[src/rtl/timer_arbiter.sv]
`default_nettype none
// ============================================================================
//  Module      : timer_arbiter
//  Description : One shared prescaled interval timer lent round-robin to
//                NUM_REQ requesters; each gets a one-cycle done pulse when its
//                requested number of ticks has elapsed.
//                Optional macro TIMER_ARBITER_ABORT_EN: the owner dropping its
//                request while running aborts the interval without done.
//  Revision    : 1.0 - initial release
// ============================================================================
module timer_arbiter #(
  parameter int          NUM_REQ = 4,
  parameter int unsigned DIV     = 50000000,
  parameter int          CNT_W   = 16
) (
  input  logic                     clk,
  input  logic                     rst,
  input  logic [NUM_REQ-1:0]       req,
  input  logic [NUM_REQ*CNT_W-1:0] dur,
  output logic [NUM_REQ-1:0]       grant,
  output logic [NUM_REQ-1:0]       done,
  output logic                     busy,
  output logic                     tick
);

  localparam int          IDX_W  = (NUM_REQ > 1) ? $clog2(NUM_REQ) : 1;
  localparam logic [31:0] DIV_M1 = 32'(DIV - 1);

  localparam logic [1:0] S_IDLE = 2'd0;
  localparam logic [1:0] S_RUN  = 2'd1;
  localparam logic [1:0] S_DONE = 2'd2;

  logic [1:0]         state_q, state_d;
  logic [31:0]        pcnt_q, pcnt_d;
  logic [CNT_W-1:0]   remain_q, remain_d;
  logic [IDX_W-1:0]   own_q, own_d;
  logic [IDX_W-1:0]   last_q, last_d;

  logic [IDX_W-1:0]   w_win;
  logic [CNT_W-1:0]   w_win_dur;
  logic               w_abort;
  logic               w_expire;
  logic [NUM_REQ-1:0] w_own_oh;

  // Round-robin search starting just after the last served requester; the
  // loop runs from farthest to nearest so the nearest requester wins.
  function automatic logic [IDX_W-1:0] rr_pick(input logic [NUM_REQ-1:0] r,
                                               input logic [IDX_W-1:0]   last);
    logic [IDX_W-1:0] pick;
    int               idx;
    pick = '0;
    for (int k = NUM_REQ; k >= 1; k--) begin
      idx = (int'(last) + k) % NUM_REQ;
      if (r[idx]) pick = IDX_W'(idx);
    end
    return pick;
  endfunction

  assign w_win     = rr_pick(req, last_q);
  assign w_win_dur = dur[int'(w_win)*CNT_W +: CNT_W];
  assign w_own_oh  = {{(NUM_REQ-1){1'b0}}, 1'b1} << own_q;

`ifdef TIMER_ARBITER_ABORT_EN
  assign w_abort = (state_q == S_RUN) && !req[own_q];
`else
  assign w_abort = 1'b0;
`endif

  // Prescaler expiry inside a running, non-aborting interval.
  assign w_expire = (state_q == S_RUN) && (pcnt_q == DIV_M1) && !w_abort;

  // State register.
  always_ff @(posedge clk) begin
    if (rst) state_q <= S_IDLE;
    else     state_q <= state_d;
  end

  // Next-state logic.
  always_comb begin
    state_d = state_q;
    case (state_q)
      S_IDLE: begin
        if (|req) state_d = (w_win_dur != '0) ? S_RUN : S_DONE;
      end
      S_RUN: begin
        if (w_abort)                                   state_d = S_IDLE;
        else if (w_expire && (remain_q == CNT_W'(1)))  state_d = S_DONE;
      end
      S_DONE:  state_d = S_IDLE;
      default: state_d = S_IDLE;
    endcase
  end

  // Datapath registers: prescaler, remaining ticks, owner and last served.
  always_ff @(posedge clk) begin
    if (rst) begin
      pcnt_q   <= '0;
      remain_q <= '0;
      own_q    <= '0;
      last_q   <= IDX_W'(NUM_REQ - 1);
    end else begin
      pcnt_q   <= pcnt_d;
      remain_q <= remain_d;
      own_q    <= own_d;
      last_q   <= last_d;
    end
  end

  // Datapath next values: capture on grant, count while running, record
  // the owner as last served when its interval ends or aborts.
  always_comb begin
    pcnt_d   = pcnt_q;
    remain_d = remain_q;
    own_d    = own_q;
    last_d   = last_q;
    case (state_q)
      S_IDLE: begin
        if (|req) begin
          own_d    = w_win;
          remain_d = w_win_dur;
          pcnt_d   = '0;
        end
      end
      S_RUN: begin
        if (w_abort) begin
          last_d = own_q;
        end else if (pcnt_q == DIV_M1) begin
          pcnt_d   = '0;
          remain_d = remain_q - CNT_W'(1);
        end else begin
          pcnt_d = pcnt_q + 32'd1;
        end
      end
      S_DONE:  last_d = own_q;
      default: ;
    endcase
  end

  // Outputs decoded from the registered state.
  always_comb begin
    grant = '0;
    done  = '0;
    busy  = (state_q != S_IDLE);
    tick  = w_expire;
    if (state_q == S_RUN)  grant = w_own_oh;
    if (state_q == S_DONE) done  = w_own_oh;
  end

endmodule
`default_nettype wire

[config.mk]
export PLATFORM = sky130hd
export DESIGN_NAME = timer_arbiter
export DESIGN_NICKNAME = d
export VERILOG_FILES = /design/src/rtl/timer_arbiter.sv
export SDC_FILE = /design/constraint.sdc
export NUM_CORES = 1
export LEC_CHECK = 0
export CORE_MARGIN = 1
export CORE_UTILIZATION = 51
export DETAILED_ROUTE_END_ITERATION = 10
export PLACE_DENSITY = 0.81
export SETUP_SLACK_MARGIN = 0.4
export SYNTH_ARGS = -nofsm -noshare
export SYNTH_HDL_FRONTEND = slang
export SYNTH_SLANG_ARGS = --single-unit
[constraint.sdc]
create_clock -name clk -period 3.31 [get_ports clk]
set_clock_uncertainty 0.05 [all_clocks]
set_input_delay 0.8275 -clock clk [delete_from_list [all_inputs] [get_ports clk]]
set_output_delay 0.8275 -clock clk [all_outputs]
set_load 0.005 [all_outputs]
==> impl_summary.log, run 1 <==
[metrics] run status: finished, final reports clean
[metrics] largest fanout on the critical path: 5
[metrics] number of optimization iterations in the first detailed-route pass: 6
[metrics] fraction of final layout cells with drive strength greater than 1: 13.89%
[metrics] global-route usage over all layers: between 20 and 30%
[metrics] fraction of synthesized cell area in xor and xnor cells: 0.4883%
[metrics] vias after detailed routing: 4004
[metrics] Synth Flop Type: sky130_fd_sc_hd__dfxtp_1
[metrics] Synth Area per Inst: 7.731 um2
[metrics] number of enable flip-flop cells after synthesis: 0
[metrics] critical hold path startpoint: pcnt_q[19]
[metrics] Post-Synth Adder-Cell Area: about 1.0%
[metrics] vias per cell: roughly 6.2
[metrics] Post-Synthesis Cells: 464
[metrics] count of yosys warnings during synthesis: 0
[metrics] sequential cell area in the final layout: between 1000 and 1500 um2
[metrics] final core utilization: about 70%
[metrics] CTS tree: done
[metrics] type of the worst setup path: in2reg
[metrics] Crit. End Element: flop
[metrics] width of the chip: 85.87 um
[metrics] r2r worst-path depth: 8
[metrics] endpoint required time on the critical path: 3.42 ns
[metrics] fill cell total of the finished layout: 533
[metrics] compound-cell area share of the yosys netlist: 26.44%
[metrics] clock latency of the later-clocked register in the worst-skew pair: 0.32 ns
[metrics] total gr overflow: 0
[metrics] highest ir drop seen on vdd: 0.2738 mV
[metrics] register-to-register path setup slack: 0.89 ns
[metrics] average wire per cell in the routed design: 16.41 um
[metrics] first-pass GRT wire length: 17280 um
[metrics] total core area: roughly 6800 um2
[metrics] number of antenna violations at the first check in global routing: 0
[metrics] final WL: 10550 um
[metrics] # IOs: 80
[metrics] Routed Antenna Nets: 0
[metrics] quantity of hold-fixing buffers added after cts: 0
[metrics] antenna diode count: 0
[metrics] register bit total from synthesis: 54
[metrics] pin count of the biggest net entering global routing: 55
[metrics] cell count of the worst hold path: 1
[metrics] Starting Density: 52.80%
[metrics] number of placement rows: 30
[metrics] upper clock frequency limit: around 0.35 GHz
[metrics] CTS Buf Count: 5
[metrics] H-tree levels: 2
[metrics] max-slew violations: 0
[metrics] clock root buffer: sky130_fd_sc_hd__clkbuf_8
[metrics] max capacitance violation total: 0
[metrics] final setup vio count: 0
[metrics] total number of nets in the final design: 619
[metrics] multi-input gate area in the final layout: roughly 2400 um2
[metrics] setup repair after global routing missed its margin: no
[metrics] actual slew at the worst max-slew pin: 0.9883 ns
[metrics] vertical die dimension: 85.87 um
[metrics] number of buffers on the longest clock path: 2
[metrics] main combinational cell family by area after synthesis: simple AND/OR/NAND/NOR gates
[metrics] fraction of synthesis flops using an asynchronous set or reset pin: 0%
[metrics] routability congestion estimate: 0.9101
[metrics] final HPWL from detailed placement: just under 8000 um
[metrics] vias in the first global route: around 3700
[metrics] number of input and output port buffers inserted: approximately 80
[metrics] multiplexer area fraction after synthesis: 10.32%
[metrics] setup slack after layout: ~0.48 ns
[metrics] clock period minus worst slack: 2.828 ns
[metrics] Worst Hold Endpoint: pcnt_q[19]
[metrics] nets in the synthesized netlist: about 540
[metrics] 1st-iter DRT viols: 208
[metrics] static leakage power: 1.610 nW
[metrics] endpoint arrival time on the critical path: 2.94 ns
[metrics] layout overhead on the synthesized area: 33.00%
[metrics] Worst R2R Start: last_q[0]
[metrics] overall die area: about 7400 um2
[metrics] count of final hold-check violations: 0
[metrics] number of clock sinks: 54
[metrics] reg2reg end: state_q[0]
[metrics] fraction of the cycle the final worst path needs: between 80% and 90%
[metrics] Simple-Gate Fraction of Synth Area: 27.28%
[metrics] number of remaining DRC errors: 0
[metrics] part of the Yosys area used for sequential elements: 30.14%
[metrics] headroom to the max-slew limit: 34.11%
[metrics] Post-Synthesis Cell Area: 3587 um2
[metrics] clock-pin slew reported for the worst setup and hold paths after clock tree synthesis: 0.10 ns
[metrics] worst hold-check path type: reg2reg
[metrics] ratio of total power to cell area: ~380 nW/um2
[metrics] category of the worst setup path launch point: primary input
[metrics] worst slack, placed: -0.08278 ns
[metrics] number of distinct library cell variants in the gate-level netlist after synthesis: 55
==> worst max-delay path, cell delays in order <==
cell and delay [ns]:
sky130_fd_sc_hd__dlygate4sd2_1 0.27, sky130_fd_sc_hd__nor2b_1 0.15, sky130_fd_sc_hd__o21ai_2 0.19, sky130_fd_sc_hd__o311a_4 0.28, sky130_fd_sc_hd__buf_6 0.13, sky130_fd_sc_hd__mux4_2 0.54
sky130_fd_sc_hd__nor4_1 0.29, sky130_fd_sc_hd__and2_1 0.17, sky130_fd_sc_hd__a311oi_1 0.08
==> per-layer routing <==
| metal | track usage [%] | share of wire, % | vias to the layer above |
|---|---|---|---|
| li1 | - | - | 1919 |
| met1 | 34.88 | 40 | 1897 |
| met2 | 53.97 | 53 | 166 |
| met3 | 4.235 | 5.0 | 22 |
| met4 | 11.21 | 2.3 | 0 |
| met5 | 0 | 0 | - |
==> stage by stage <==
step / instances / setup TNS [ns] / hold WS, ns / total power, mW / area [um2]
2_1_floorplan: 464 / 0 / 0.3933 / 1.155 / 3587
3_3_place_gp: 631 / -0.008214 / 0.4169 / 1.378 / 4543
3_5_place_dp: 631 / -0.1992 / 0.4272 / 1.395 / 4543
4_1_cts: 643 / 0 / 0.4414 / 1.823 / 4763
5_1_grt: 643 / 0 / 0.4753 / 1.936 / 4771
6_report: 643 / 0 / 0.4382 / 1.830 / 4771
==> final cells by class <==
type | count | area share, %
inverters | 7 | 0.5507
clock buffers | 7 | 2.019
well taps | 96 | 2.518
flip-flops and latches | 54 | 22.90
clock inverters | 1 | 0.1836
repair buffers | 104 | 20.69
multi-input cells | 374 | 51.14
==> worst max-delay path by stage <==
stage                       from          to  slack, ns  cells after the start
after floorplan           req[3]  state_q[1]       0.53                      8
after global placement    req[1]  state_q[1]     -0.008                      8
after detailed placement  req[1]  state_q[1]      -0.08                      9
after CTS                 req[1]  state_q[0]       0.52                      9
after global routing      req[1]  state_q[0]       0.42                      9
final                     req[1]  state_q[0]       0.48                      9
==> cells in the mapped netlist, types with 4 or more instances <==
| cell | count | share of area (%) |
|---|---|---|
| sky130_fd_sc_hd__mux2i_1 | 10 | 2.8 |
| sky130_fd_sc_hd__nor4_1 | 11 | 1.9 |
| sky130_fd_sc_hd__o21ai_0 | 36 | 5.0 |
| sky130_fd_sc_hd__nor2b_1 | 8 | 1.4 |
| sky130_fd_sc_hd__nand4_1 | 4 | 0.70 |
| sky130_fd_sc_hd__a22oi_1 | 9 | 1.9 |
| sky130_fd_sc_hd__a41oi_1 | 4 | 0.98 |
| sky130_fd_sc_hd__dfxtp_1 | 54 | 30 |
| sky130_fd_sc_hd__nor3_1 | 16 | 2.2 |
| sky130_fd_sc_hd__nor2_1 | 69 | 7.2 |
| sky130_fd_sc_hd__a2bb2oi_1 | 4 | 0.98 |
| sky130_fd_sc_hd__a21oi_1 | 35 | 4.9 |
| sky130_fd_sc_hd__a311oi_1 | 17 | 4.2 |
| sky130_fd_sc_hd__nand2_1 | 39 | 4.1 |
| sky130_fd_sc_hd__and3_1 | 10 | 1.7 |
| sky130_fd_sc_hd__mux4_2 | 11 | 6.9 |
| sky130_fd_sc_hd__a211oi_1 | 13 | 2.7 |
| sky130_fd_sc_hd__clkbuf_1 | 21 | 2.2 |
| sky130_fd_sc_hd__buf_2 | 6 | 0.84 |
| sky130_fd_sc_hd__nand2b_1 | 6 | 1.0 |
| sky130_fd_sc_hd__a31oi_1 | 6 | 1.0 |
| sky130_fd_sc_hd__inv_1 | 7 | 0.73 |
| sky130_fd_sc_hd__nand3_1 | 20 | 2.8 |
==> where the power goes <==
part	switching, mW	total [mW]	leakage, nW	internal [mW]
Combinational	0.360	0.679	1.11	0.319
Clock	0.227	0.420	0.0544	0.192
Sequential	0.0415	0.731	0.444	0.690
==> state kept, by name, summed over array words and instances, names as in the netlist <==
name / count
last_q: 2
own_q: 2
pcnt_q: 32
state_q: 2
remain_q: 16
==> timing repair <==
item | 4_1_cts | 5_1_grt
pin swaps | 7 | 0
endpoints found under the setup margin | 6 | 1
setup buffers | 3 | 0
cloned | 1 | 0
resized for setup | 31 | 2
==> cell usage in the layout (no fill, tap or decap), types with 3 or more instances in the layout <==
master and instances:
sky130_fd_sc_hd__clkdlybuf4s50_1 73, sky130_fd_sc_hd__nor4_2 3, sky130_fd_sc_hd__mux2i_1 10, sky130_fd_sc_hd__and3_1 8, sky130_fd_sc_hd__ha_1 3, sky130_fd_sc_hd__clkbuf_8 7, sky130_fd_sc_hd__mux4_2 11, sky130_fd_sc_hd__inv_1 7
sky130_fd_sc_hd__dlygate4sd2_1 5, sky130_fd_sc_hd__o21ai_0 36, sky130_fd_sc_hd__dfxtp_2 9, sky130_fd_sc_hd__nor3_1 16, sky130_fd_sc_hd__a21oi_1 35, sky130_fd_sc_hd__nand4_1 4, sky130_fd_sc_hd__a311oi_1 17, sky130_fd_sc_hd__a211oi_1 13
sky130_fd_sc_hd__nor2_1 68, sky130_fd_sc_hd__a22oi_1 9, sky130_fd_sc_hd__nor2b_1 7, sky130_fd_sc_hd__nor4_1 8, sky130_fd_sc_hd__nand2_1 39, sky130_fd_sc_hd__and2_1 3, sky130_fd_sc_hd__a2bb2oi_1 4, sky130_fd_sc_hd__a31oi_1 6
sky130_fd_sc_hd__nand2b_1 6, sky130_fd_sc_hd__dfxtp_1 45, sky130_fd_sc_hd__buf_4 22, sky130_fd_sc_hd__a41oi_1 4, sky130_fd_sc_hd__nand3_1 20
==> cell families (layout without fill, tap and decap cells) <==
kind of cell | after synthesis | after routing
xor gates and xnor gates | 2 | 2
AOI/OAI and AO/OA | 143 | 144
and+or+nand+nor | 202 | 202
adders and majority gates | 3 | 3
DFF | 54 | 54
muxes | 23 | 23
buffers and inverters | 37 | 119
Note: power is estimated with default switching activity, not from simulation.
==> run 2: changes to the inputs <==
CORE_UTILIZATION = 52   (was 51)
DONT_BUFFER_PORTS = 1   (was default)
PLACE_DENSITY = 0.67   (was 0.81)
SLEW_MARGIN = 30   (was default)
==> impl_summary.log, run 2 (synthesis gave the netlist of run 1 again) <==
[metrics] run status: finished, final reports clean
[metrics] final WL: between 8000 and 9000 um
[metrics] ratio of total power to cell area: around 430 nW/um2
[metrics] Crit. End Element: primary output
[metrics] layout overhead on the synthesized area: 3.418%
[metrics] final sum of negative setup slack: 0 ns
[metrics] clock-pin slew reported for the worst setup and hold paths after clock tree synthesis: 0.09 ns
[metrics] # IOs: 80
[metrics] width of the chip: 85.06 um
[metrics] setup repair after global routing missed its margin: no
[metrics] number of clock sinks: between 50 and 60
[metrics] max capacitance violation total: 0
[metrics] final setup vio count: 0
[metrics] clock period minus worst slack: ~2.8 ns
[metrics] vertical die dimension: 85.06 um
[metrics] average wire per cell in the routed design: between 15 and 20 um
[metrics] global-route usage over all layers: 25.04%
[metrics] vias per cell: roughly 6.6
[metrics] PostCTS Resize Cnt: 0
[metrics] quantity of hold-fixing buffers added after cts: 0
[metrics] static leakage power: about 1.2 nW
[metrics] clock latency of the later-clocked register in the worst-skew pair: about 0.3 ns
[metrics] number of optimization iterations in the first detailed-route pass: 4
[metrics] Routed Antenna Nets: 0
[metrics] first-pass GRT wire length: 14780 um
[metrics] count of final hold-check violations: 0
[metrics] routability congestion estimate: ~0.86
[metrics] most common cell after layout, fill and taps aside: sky130_fd_sc_hd__nor2_1
[metrics] sequential cell area in the final layout: between 1000 and 1500 um2
[metrics] CTS Buf Count: 5
[metrics] number of input and output port buffers inserted: 0
[metrics] setup slack after layout: 0.5315 ns
[metrics] max-slew violations: 0
[metrics] endpoint arrival time on the critical path: 1.90 ns
[metrics] total core area: 6495 um2
[metrics] headroom to the max-slew limit: 41.51%
[metrics] multi-input gate area in the final layout: 2356 um2
[metrics] vias after detailed routing: 3459
[metrics] max reg flops: 32
[metrics] number of remaining DRC errors: 0
[metrics] clock root buffer: sky130_fd_sc_hd__clkbuf_8
[metrics] number of antenna violations at the first check in global routing: 0
[metrics] largest register by flop count: pcnt_q
[metrics] category of the worst setup path launch point: flop
[metrics] type of the worst setup path: reg2out
[metrics] 1st-iter DRT viols: 193
[metrics] CTS tree: done
[metrics] highest ir drop seen on vdd: between 0.2 and 0.3 mV
[metrics] antenna diode count: 0
[metrics] register-to-register path setup slack: about 0.77 ns
[metrics] endpoint required time on the critical path: around 2.4 ns
[metrics] number of placement rows: 29
[metrics] Starting Density: 55.23%
[metrics] largest fanout on the critical path: 5
[metrics] vias in the first global route: roughly 3200
[metrics] worst slack, placed: 0.2552 ns
[metrics] worst hold-check path type: reg2reg
[metrics] fraction of the cycle the final worst path needs: 83.94%
[metrics] total gr overflow: 0
[metrics] fraction of final layout cells with drive strength greater than 1: 8.018%
[metrics] commonest cells after routing, fill and taps aside: sky130_fd_sc_hd__nor2_1, sky130_fd_sc_hd__dfxtp_1, sky130_fd_sc_hd__nand2_1
[metrics] actual slew at the worst max-slew pin: 0.8773 ns
[metrics] overall die area: 7234 um2
[metrics] largest registers: pcnt_q (32), remain_q (16)
[metrics] fill cell total of the finished layout: slightly above 600
[metrics] upper clock frequency limit: around 0.36 GHz
[metrics] final HPWL from detailed placement: about 6300 um
[metrics] total number of nets in the final design: 523
[metrics] number of buffers on the longest clock path: 2
[metrics] number of setup buffers added after CTS: 0
[metrics] pin count of the biggest net entering global routing: 55
[metrics] H-tree levels: 2
## run 2: path summary, 6_finish.rpt
path | startpoint | end | depth (start not counted)
setup / recovery | pcnt_q[19] | tick | 4
setup reg to reg | pcnt_q[19] | pcnt_q[25] | 7
hold / removal | pcnt_q[22] | pcnt_q[22] | 1
hold reg to reg | pcnt_q[22] | pcnt_q[22] | 1
## run 2: layout make-up
class	instances	area share, %
Clock buffer	6	2.226
Inverter	7	0.7083
Multi-Input combinational cell	373	63.51
Sequential cell	54	29.14
Tap cell	77	2.597
Timing Repair Buffer	9	1.821
## run 2: routing by layer
| metal | vias to the layer above | wire length [um] | GRT usage [%] |
|---|---|---|---|
| met2 | 81 | 4149 | 39.74 |
| met3 | 11 | 383 | 3.794 |
| met5 | - | 0 | 0 |
| met4 | 0 | 119 | 6.934 |
| li1 | 1725 | - | - |
| met1 | 1642 | 4247 | 35.49 |
## run 2: report_power, final
| group | internal, mW | switching, mW | leakage (nW) | total, mW |
|---|---|---|---|---|
| Clock | 0.162 | 0.203 | 0.0431 | 0.365 |
| Combinational | 0.204 | 0.307 | 0.699 | 0.511 |
| Sequential | 0.689 | 0.0435 | 0.439 | 0.733 |
| Total | 1.06 | 0.553 | 1.18 | 1.61 |
## run 2: per-stage QoR
stage                     instance area, um2  power, mW  hold slack [ns]  cells  utilization [%]
final                                   3710      1.609           0.4274    526            57.12
after global routing                    3710      1.707           0.4555    526            57.12
after CTS                               3709      1.615           0.4261    526            57.10
after detailed placement                3626      1.253           0.4103    520            55.83
after global placement                  3626      1.243           0.4002    520            55.83
after floorplan                         3587      1.155           0.3933    464                -
## run 2: worst max-delay path, cell delays in order (launching register included)
cell and delay [ns]:
sky130_fd_sc_hd__dfxtp_1 0.40, sky130_fd_sc_hd__nor4bb_1 0.47, sky130_fd_sc_hd__nand3_1 0.16, sky130_fd_sc_hd__or3_1 0.41, sky130_fd_sc_hd__nor2_1 0.17
